[src/rtl/bcd_time_counter_if.sv]
// Control/status bundle of one BCD time-counter stage. The master drives the
// step/preset controls and the slave (the counter) returns the count and flags.
interface bcd_time_counter_if #(
  parameter int DIGITS = 2
);
  logic                   en;
  logic                   up;
  logic                   load;
  logic [DIGITS-1:0][3:0] load_val;
  logic [DIGITS-1:0][3:0] bcd;
  logic                   tc;
  logic                   zero;
  logic                   load_err;

  modport master (
    output en, up, load, load_val,
    input  bcd, tc, zero, load_err
  );

  modport slave (
    input  en, up, load, load_val,
    output bcd, tc, zero, load_err
  );
endinterface

[src/rtl/bcd_time_counter.sv]
// Parametrised BCD up/down time counter: synchronous preset with range check,
// wrap or saturate at the bounds, and a one-cycle terminal-count pulse for cascading.

module bcd_digit_step (
  input  logic       cin,
  input  logic       up,
  input  logic [3:0] d,
  output logic [3:0] q,
  output logic       cout
);
  always_comb begin
    q    = d;
    cout = 1'b0;
    if (cin) begin
      if (up) begin
        if (d >= 4'd9) begin
          q    = 4'd0;
          cout = 1'b1;
        end else begin
          q = d + 4'd1;
        end
      end else begin
        if (d == 4'd0) begin
          q    = 4'd9;
          cout = 1'b1;
        end else begin
          q = d - 4'd1;
        end
      end
    end
  end
endmodule

module bcd_time_counter #(
  parameter int DIGITS   = 2,
  parameter int MODULUS  = 60,
  parameter bit SATURATE = 1'b0
) (
  input  logic               clk,
  input  logic               clear_n,
  bcd_time_counter_if.slave  bus
);
  function automatic logic [DIGITS-1:0][3:0] to_bcd(input int v);
    logic [DIGITS-1:0][3:0] r;
    int t;
    r = '0;
    t = v;
    for (int i = 0; i < DIGITS; i++) begin
      r[i] = 4'(t % 10);
      t    = t / 10;
    end
    return r;
  endfunction

  localparam logic [DIGITS-1:0][3:0] MAX_BCD = to_bcd(MODULUS - 1);

  logic [DIGITS-1:0][3:0] cnt, cnt_nxt, stepped;
  logic [DIGITS:0]        carry;
  logic                   tc_q, tc_nxt, err_q, err_nxt, zero_q;
  logic                   load_ok, is_max, at_bound;

  // Ripple carry/borrow chain, one digit slice per lane.
  assign carry[0] = 1'b1;
  for (genvar i = 0; i < DIGITS; i++) begin : g_dig
    bcd_digit_step u_step (
      .cin  (carry[i]),
      .up   (bus.up),
      .d    (cnt[i]),
      .q    (stepped[i]),
      .cout (carry[i+1])
    );
  end

  // Legal BCD orders the same as its decimal value, so the range check
  // can compare nibble vectors directly once every nibble is <= 9.
  always_comb begin
    load_ok = (bus.load_val <= MAX_BCD);
    for (int i = 0; i < DIGITS; i++)
      if (bus.load_val[i] > 4'd9) load_ok = 1'b0;
  end

  // Borrow out of the top digit happens only from all-zeros, i.e. the lower bound.
  assign is_max   = (cnt == MAX_BCD);
  assign at_bound = bus.up ? is_max : carry[DIGITS];

  always_comb begin
    cnt_nxt = cnt;
    tc_nxt  = 1'b0;
    err_nxt = 1'b0;
    if (bus.load) begin
      if (load_ok) cnt_nxt = bus.load_val;
      else         err_nxt = 1'b1;
    end else if (bus.en) begin
      if (at_bound) begin
        if (!SATURATE) begin
          cnt_nxt = bus.up ? '0 : MAX_BCD;
          tc_nxt  = 1'b1;
        end
      end else begin
        cnt_nxt = stepped;
      end
    end
  end

  always_ff @(posedge clk or negedge clear_n) begin
    if (!clear_n) begin
      cnt    <= '0;
      tc_q   <= 1'b0;
      err_q  <= 1'b0;
      zero_q <= 1'b1;
    end else begin
      cnt    <= cnt_nxt;
      tc_q   <= tc_nxt;
      err_q  <= err_nxt;
      zero_q <= (cnt_nxt == '0);
    end
  end

  assign bus.bcd      = cnt;
  assign bus.tc       = tc_q;
  assign bus.load_err = err_q;
  assign bus.zero     = zero_q;
endmodule
[src/flat_wrapper.sv]
// flat-port wrapper written by rule: the top's interface ports become plain ports
module bcd_time_counter_flat 
#(
  parameter int DIGITS   = 2,
  parameter int MODULUS  = 60,
  parameter bit SATURATE = 1'b0
)
  (clk, clear_n, bus_en, bus_up, bus_load, bus_load_val, bus_bcd, bus_tc, bus_zero, bus_load_err);
  bcd_time_counter_if #(.DIGITS(DIGITS)) bus_i ();
  input  logic clk;
  input  logic clear_n;
  input wire logic [$bits(bus_i.en)-1:0] bus_en;
  input wire logic [$bits(bus_i.up)-1:0] bus_up;
  input wire logic [$bits(bus_i.load)-1:0] bus_load;
  input wire logic [$bits(bus_i.load_val)-1:0] bus_load_val;
  output wire logic [$bits(bus_i.bcd)-1:0] bus_bcd;
  output wire logic [$bits(bus_i.tc)-1:0] bus_tc;
  output wire logic [$bits(bus_i.zero)-1:0] bus_zero;
  output wire logic [$bits(bus_i.load_err)-1:0] bus_load_err;
  assign bus_i.en = bus_en;
  assign bus_i.up = bus_up;
  assign bus_i.load = bus_load;
  assign bus_i.load_val = bus_load_val;
  assign bus_bcd = bus_i.bcd;
  assign bus_tc = bus_i.tc;
  assign bus_zero = bus_i.zero;
  assign bus_load_err = bus_i.load_err;
  bcd_time_counter #(.DIGITS(DIGITS), .MODULUS(MODULUS), .SATURATE(SATURATE)) u_core (.clk(clk), .clear_n(clear_n), .bus(bus_i));
endmodule
[config.mk]
export PLATFORM = sky130hd
export DESIGN_NAME = bcd_time_counter_flat
export DESIGN_NICKNAME = d
export VERILOG_FILES = /design/src/rtl/bcd_time_counter_if.sv /design/src/rtl/bcd_time_counter.sv /design/src/flat_wrapper.sv
export SDC_FILE = /design/constraint.sdc
export NUM_CORES = 1
export LEC_CHECK = 0
export ABC_AREA = 1
export CAP_MARGIN = 20
export CORE_MARGIN = 5
export CORE_UTILIZATION = 40
export DETAILED_ROUTE_END_ITERATION = 16
export DONT_BUFFER_PORTS = 1
export GPL_ROUTABILITY_DRIVEN = 0
export SLEW_MARGIN = 20
export SYNTH_ARGS = -nofsm -noshare
export SYNTH_HDL_FRONTEND = slang
export SYNTH_HIERARCHICAL = 1
export SYNTH_SLANG_ARGS = --single-unit
[constraint.sdc]
create_clock -name clk -period 4.71 [get_ports clk]
set_input_delay 0.2355 -clock clk [delete_from_list [all_inputs] [get_ports clk]]
set_output_delay 0.2355 -clock clk [all_outputs]
set_load 0.005 [all_outputs]
; ---- Word-level counts from Yosys, hierarchy flattened
; Index checks and enable logic that the tools add are counted.
[word_totals]
register_bits = 11
latch_bits = 0
mem_bits_rw = 0
romBits = 0
in_bits = 13
output_inout_bits = 11
word_cells = 43
mem_count = 0
[op_classes]
n_addsub = 4
multipliers = 0
n_div = 0
order_cmp = 5
eq_ne = 1
shift = 0
n_mux = 25
n_bitwise = 0
n_reduce_logical = 3
[op_table]
columns = cell, n
row1 = 8-bit two-way mux, 4
row2 = 4-bit two-way mux, 7
row3 = 1-bit two-way mux, 13
row4 = 4-bit by 1-bit adder with 4-bit output (second input constant), 2
row5 = 8-bit by 7-bit == test with 1-bit output (second input constant), 1
row6 = 4-bit greater-or-equal comparator (second input constant), 2
row7 = 4-bit greater-than comparator (second input constant), 2
row8 = 8-bit by 7-bit <= comparator with 1-bit output (second input constant), 1
row9 = 4-bit zero test, 2
row10 = 8-bit zero test, 1
row11 = 4-bit by 1-bit subtractor with 4-bit output (second input constant), 2
row12 = 7-bit two-way mux, 1

; ---- Depth between registers and ports, before layout
; Gate-level depths: netlist of run 1.
[logic_depth]
word_depth = 9
ltp_mapped = 18
depth_no_buf = 18

; ---- Hierarchy
; The synthesis of run 1 kept the hierarchy.
[modules_own_cells]
columns = mod, n_inst, cells_each, area_each_um2, seq_area_each_um2
row1 = bcd_time_counter, 1, 119, 797.0, 276.5
row2 = bcd_digit_step, 2, 49, 277.8, 0.0

; ---- Least setup slack after synthesis of run 1
; No wires, ideal clock.
[synth_timing]
path_kind = register to register
from = register u_core.cnt, in the netlist u_core/bus.bcd[0]
to = register u_core.zero_q (netlist: u_core/bus.zero)
setup_time_ns = 0.067
t_arrival_ns = 2.144
required_time_ns = 4.643
slack_ns = 2.499
path_stages_with_launch = 19
n_path_buf = 0
synth_period_minus_slack_ns = 2.211
path_cell_list = dfrtp_1 -> inv_1 -> ha_1 -> nand3_2 -> nand2_2 -> nand2_2 -> nor2_1 -> nand2_2 -> nor2_1 -> nand2_1 -> nand2_1 -> nor2_1 -> nand2_1 -> nand2_1 -> nand2_1 -> nand2_2 -> nor2_1 -> nand2_1 -> nor2_1
[synth_lines]
columns = item, line_no
row1 = start: declaration, bcd_time_counter.sv:57  ; logic [DIGITS-1:0][3:0] cnt, cnt_nxt, stepped;
row2 = start signal: assignment, bcd_time_counter.sv:112  ; cnt <= cnt_nxt;
row3 = end signal: assignment, bcd_time_counter.sv:115  ; zero_q <= (cnt_nxt == '0);
row4 = end: declaration, bcd_time_counter.sv:59  ; logic tc_q, tc_nxt, err_q, err_nxt, zero_q;

==> impl_metrics.toml, run 1 <==
[routing]
wl_um = 3220
firstDrtPassIters = 4
num_vias = 1309
wire_per_inst_um = 11.8
vias_per_cell = 4.79
drt-initial-drc-count = 63
drc = 0
drtAntennaViolNets = 0

[critical_path]
crit_path_end = "u_core/bus.zero"
arrival_ps = 2780
crit_start = "u_core/bus.bcd[0]"
cp-start-kind = "flip-flop"
reg2regPathDepth = 18
crit_family = "simple AND/OR/NAND/NOR gates"
rrSetupSlack_ps = 2140
r2r-start = "u_core/bus.bcd[0]"
worst-path-buf-inv = 1
crit_top_cell = "nand2_1"
slowest_stage = "dfrtp_1"
cp_cell_sequence = "inv_1, ha_1, nand3_2, nand2_2, nand2_2, nor2_1, nand2_2, nor2_1, nand2_1, nand2_1, nor2_1, nand2_1, nand2_1, nand2_1, nand2_2, nor2_1, nand2_1, nor2_1"
r2r_end = "u_core/bus.zero"
cp.depth = 18
criticalPathCategory = "flip-flop to flip-flop"
worstPathRequired_ps = 4920
max_stage_delay_ps = 500
crit_path_max_fanout = 9
critPathCaptureType = "flip-flop"

[final_layout]
final_core_util_pct = 43.9
multi_input_area_um2 = 948
final_nets = 249
mostFrequentLayoutCell = "nand2_1"
syn_to_final_growth_pct = 7.49
layout-drive-gt1-share_pct = 15.9
layout_common_cells = "nand2_1, inv_1, nand3_1"
insertedDiodeCount = 0
seq_area_um2 = 277
fill_cells = 376

[floorplan]
initial_core_util_pct = 40.9
die_w_um = 68.2
core_area_um2 = 3310
die_area_um2 = 4640
rows = 21
ios = 24
die_y_um = 68.2

[sta]
finalSetupTns_ps = 0
fmax_mhz = 389
period_needed_ps = 2570
setup_viol = 0
slew_viol_final = 0
period_share_pct = 54.6
clock_skew_ps = 4.22
final.setup.worst_slack_ps = 2140
hold_viol_final = 0
rsz0062_at_grt = "false"

[synth]
synthCells = 217
synth_area_leaders = "nand2_1, dfrtp_1, inv_1"
synth_top_area_cell = "nand2_1"
ys_warn_count = 6
synth-adder-area-share_pct = 7.40
yosys.area.top_type_share_pct = 19.1
syn_area_per_cell_um2 = 6.23
synthesis.area_um2 = 1350
ys_seq_area_share_pct = 20.4
ys_types = 25
yosys-mux-area-fraction_pct = 0
synthSimpleGateAreaFrac_pct = 46.3
synth-compound-area-share_pct = 13.0
synthXorXnorAreaFrac_pct = 1.30
synth-seq-cells = 11
synth_top_family_by_area = "simple AND/OR/NAND/NOR gates"

[clocking]
cts_sinks = 11
htreeDepth = 1
clkLatencyLatePin_ps = 280
clockRootBuffer = "clkbuf_4"
numCtsBuffers = 3
cts_setup_buffers = 0
clockBufferDepth = 2
clkSlewWorstSetupHoldPaths_ps = 70
cts_tree = "done"

[min_path]
hold_class = "primary input to flip-flop"
min_from = "bus_load"

[placed_design]
place_ws_ps = 2190
dp_hpwl_um = 2430
io_buffers = 0

[pwr]
power.leakage_nw = 0.787
p_per_area_nw_per_um2 = 264
ir_worst_vdd_mv = 0.179

[global_routing]
grt_overflow_total = 0
grt_pass1_vias = 1249
grt_pass1_wl_um = 5550
antenna_found_initial = 0
grt_max_degree = 19
grt_usage_pct = 15.6

[run_status]
status = "completed"

[flow_run]
max_cap_viol_count = 0
-- layout make-up --
type	count	area share, %
clock buffers	4	1.81
inverters	36	9.29
multi-input cells	175	65.2
flip-flops and latches	11	19.0
well taps	46	3.96
repair buffers	1	0.688
-- cell families (layout without fill, tap and decap cells) --
kind of cell / Yosys count / after routing
other cells: 1 / 8
buf+inv: 38 / 41
flops: 11 / 11
fa+ha+maj: 8 / 8
simple gates: 129 / 129
compound gates: 28 / 28
xor+xnor: 2 / 2
-- cells in the mapped netlist --
| cell type | n |
|---|---|
| a21oi_1 | 13 |
| buf_6 | 1 |
| xor2_1 | 2 |
| inv_2 | 7 |
| nor2_1 | 12 |
| nand3_4 | 1 |
| o21ai_4 | 1 |
| a211oi_1 | 1 |
| nor2_2 | 2 |
| nand3_1 | 18 |
| dfstp_2 | 1 |
| a21oi_2 | 3 |
| nor2_4 | 1 |
| nand3_2 | 7 |
| dfrtp_1 | 10 |
| nand4_1 | 8 |
| conb_1 | 1 |
| o211ai_1 | 4 |
| nand2_2 | 10 |
| buf_4 | 1 |
| o21ai_0 | 6 |
| ha_1 | 8 |
| nand3b_1 | 1 |
| nand2_1 | 69 |
| inv_1 | 29 |
-- how the worst min path moves through the flow --
stage               slack (ps)  cells after the start                 to
finish                      20                      1      u_core/bus.tc
global route                30                      1      u_core/bus.tc
detailed placement         -60                      0  u_core/bus.bcd[1]
CTS                         20                      1      u_core/bus.tc
global placement           -60                      0  u_core/bus.bcd[1]
floorplan                  -60                      0  u_core/bus.bcd[0]
-- what timing repair did --
action / 4_1_cts / 5_1_grt
endpoints found under the setup margin: 0 / 0
endpoints found under the hold margin: 11 / 0
hold buffers: 1 / 0
gates resized for setup: 0 / 0
-- per-stage QoR --
step           total power, mW  instances  hold slack [ps]  area (um^2)
2_1_floorplan            0.281        224            -60.1         1380
3_3_place_gp             0.316        268            -59.9         1420
3_5_place_dp             0.316        268            -59.8         1420
4_1_cts                  0.385        273             17.0         1450
5_1_grt                  0.419        273             26.5         1450
6_report                 0.384        273             21.9         1450
-- flip-flops by register name, summed over array words and instances (netlist names) --
signal and cells:
u_core/bus.zero 1, u_core/bus.load_err 1, u_core/bus.tc 1, u_core/bus.bcd 8
-- report_power, final --
part / internal [mW] / switching (mW) / leakage (nW)
clock network: 0.0329 / 0.0333 / 0.0150
logic: 0.0666 / 0.108 / 0.640
registers: 0.106 / 0.0367 / 0.133
-- layer usage --
layer,GRT usage [%],up-vias,share of wire [%]
li1,-,710,-
met1,19.0,571,48
met2,26.6,24,46
met3,2.63,4,4.2
met4,6.95,0,1.1
met5,0,-,0
Note: power is estimated with default switching activity, not from simulation.
==> run 2, diff against run 1 <==
==> constraint.sdc (replaced) <==
create_clock -name clk -period 2.5 [get_ports clk]
set_input_delay 0.125 -clock clk [delete_from_list [all_inputs] [get_ports clk]]
set_output_delay 0.125 -clock clk [all_outputs]
set_load 0.005 [all_outputs]
==> impl_metrics.toml, run 2 (synthesis results as in run 1) <==
[run_status]
status = "completed"

[floorplan]
rows = 21
core_area_um2 = 3310
die_area_um2 = 4640
die_w_um = 68.2
ios = 24
die_y_um = 68.2
initial_core_util_pct = 40.9

[global_routing]
grt_overflow_total = 0
grt_pass1_vias = 1215
grt_max_degree = 18
grt_pass1_wl_um = 5500
grt_usage_pct = 15.4
antenna_found_initial = 0

[final_layout]
insertedDiodeCount = 0
layout-drive-gt1-share_pct = 18.8
final_nets = 256
largest_register_ffs = 8
mostFrequentLayoutCell = "nand2_1"
layout_common_cells = "nand2_1, inv_1, nand3_1"
syn_to_final_growth_pct = 11.7

[pwr]
p_per_area_nw_per_um2 = 492
fin_total_pwr_mw = 0.744
power.leakage_nw = 0.820
ir_worst_vdd_mv = 0.315

[critical_path]
crit_path_max_fanout = 6
cp-start-kind = "flip-flop"
worstPathRequired_ps = 2710
arrival_ps = 2460
criticalPathCategory = "flip-flop to flip-flop"
critPathCaptureType = "flip-flop"

[min_path]
hold_class = "primary input to flip-flop"

[clocking]
cts_sinks = 11
numCtsBuffers = 3
clockRootBuffer = "clkbuf_4"
cts_tree = "done"
clkSlewWorstSetupHoldPaths_ps = 70
clockBufferDepth = 2
clkLatencyLatePin_ps = 270
htreeDepth = 1

[sta]
slew_headroom_pct = 66.9
slew_viol_final = 0
hold_viol_final = 0
period_needed_ps = 2240
rsz0062_at_grt = "false"
finalSetupTns_ps = 0
period_share_pct = 89.8
fmax_mhz = 446
worst_pin_slew_ps = 496
setup_viol = 0
final.setup.worst_slack_ps = 256
clock_skew_ps = 8.08

[routing]
firstDrtPassIters = 4
drc = 0
wire_per_inst_um = 11.6
num_vias = 1345
vias_per_cell = 4.80
drt-initial-drc-count = 51
wl_um = 3250
drtAntennaViolNets = 0

[placed_design]
io_buffers = 0
place_ws_ps = 168
dp_hpwl_um = 2550

[flow_run]
max_cap_viol_count = 0
-- run 2: final timing paths --
| kind | start | endpoint | slack (ps) | depth (start not counted) |
|---|---|---|---|---|
| setup / recovery | u_core/bus.bcd[0] | u_core/bus.zero | 260 | 18 |
| min in group asynchronous | clear_n | u_core/bus.bcd[0] | 250 | 1 |
| hold / removal | bus_load | u_core/bus.bcd[3] | 30 | 2 |
| hold reg to reg | u_core/bus.bcd[7] | u_core/bus.bcd[7] | 760 | 2 |
| setup reg to reg | u_core/bus.bcd[0] | u_core/bus.zero | 260 | 18 |
| max in group asynchronous | clear_n | u_core/bus.zero | 1900 | 1 |
-- run 2: final cells by class --
cell class / instances / area [um^2]
Clock buffer: 4 / 26.3
Fill cell: 390 / 1800
Inverter: 36 / 135
Multi-Input combinational cell: 175 / 951
Sequential cell: 11 / 277
Tap cell: 46 / 57.6
Timing Repair Buffer: 8 / 65.1
-- run 2: through the flow --
step / util [%] / hold WS (ps) / instance area [um^2] / cells
6_report: 45.7 / 28.2 / 1510 / 280
5_1_grt: 45.7 / 29.2 / 1510 / 280
4_1_cts: 45.6 / 21.7 / 1510 / 280
3_5_place_dp: 44.2 / -170 / 1460 / 274
3_3_place_gp: 44.2 / -170 / 1460 / 274
2_1_floorplan: - / -171 / 1380 / 224
-- run 2: worst max-delay path, cell delays in order, from the launching register on --
cell and delay, ps:
dfrtp_1 460, inv_2 120, ha_1 230, nand3_2 130, nand2_2 80, nand2_2 50
nor2_2 160, nand2_2 70, nor2_1 100, nand2_1 120, nand2_1 120, nor2_1 40
nand2_1 60, nand2_1 50, nand2_1 60, nand2_2 60, nor2_1 100, nand2_1 80
nor2_1 90
-- run 2: what timing repair did --
action | 4_1_cts | 5_1_grt
resized for setup | 0 | 2
hold buffers | 2 | 0
endpoints found under the hold margin | 13 | 0
endpoints found under the setup margin | 0 | 1
buffers inserted | 0 | 0
-- run 2: layer usage --
metal	vias up	GRT usage (%)	part of all wire (%)
li1	720	-	-
met1	598	20.6	48
met2	21	24.8	47
met3	6	2.30	3.4
met4	0	6.20	1.8
met5	-	0	0
-- run 2: power by group --
group          switching [mW]  internal (mW)  leakage (nW)
combinational           0.238          0.146         0.672
clock                  0.0587         0.0618        0.0150
sequential             0.0389          0.201         0.133
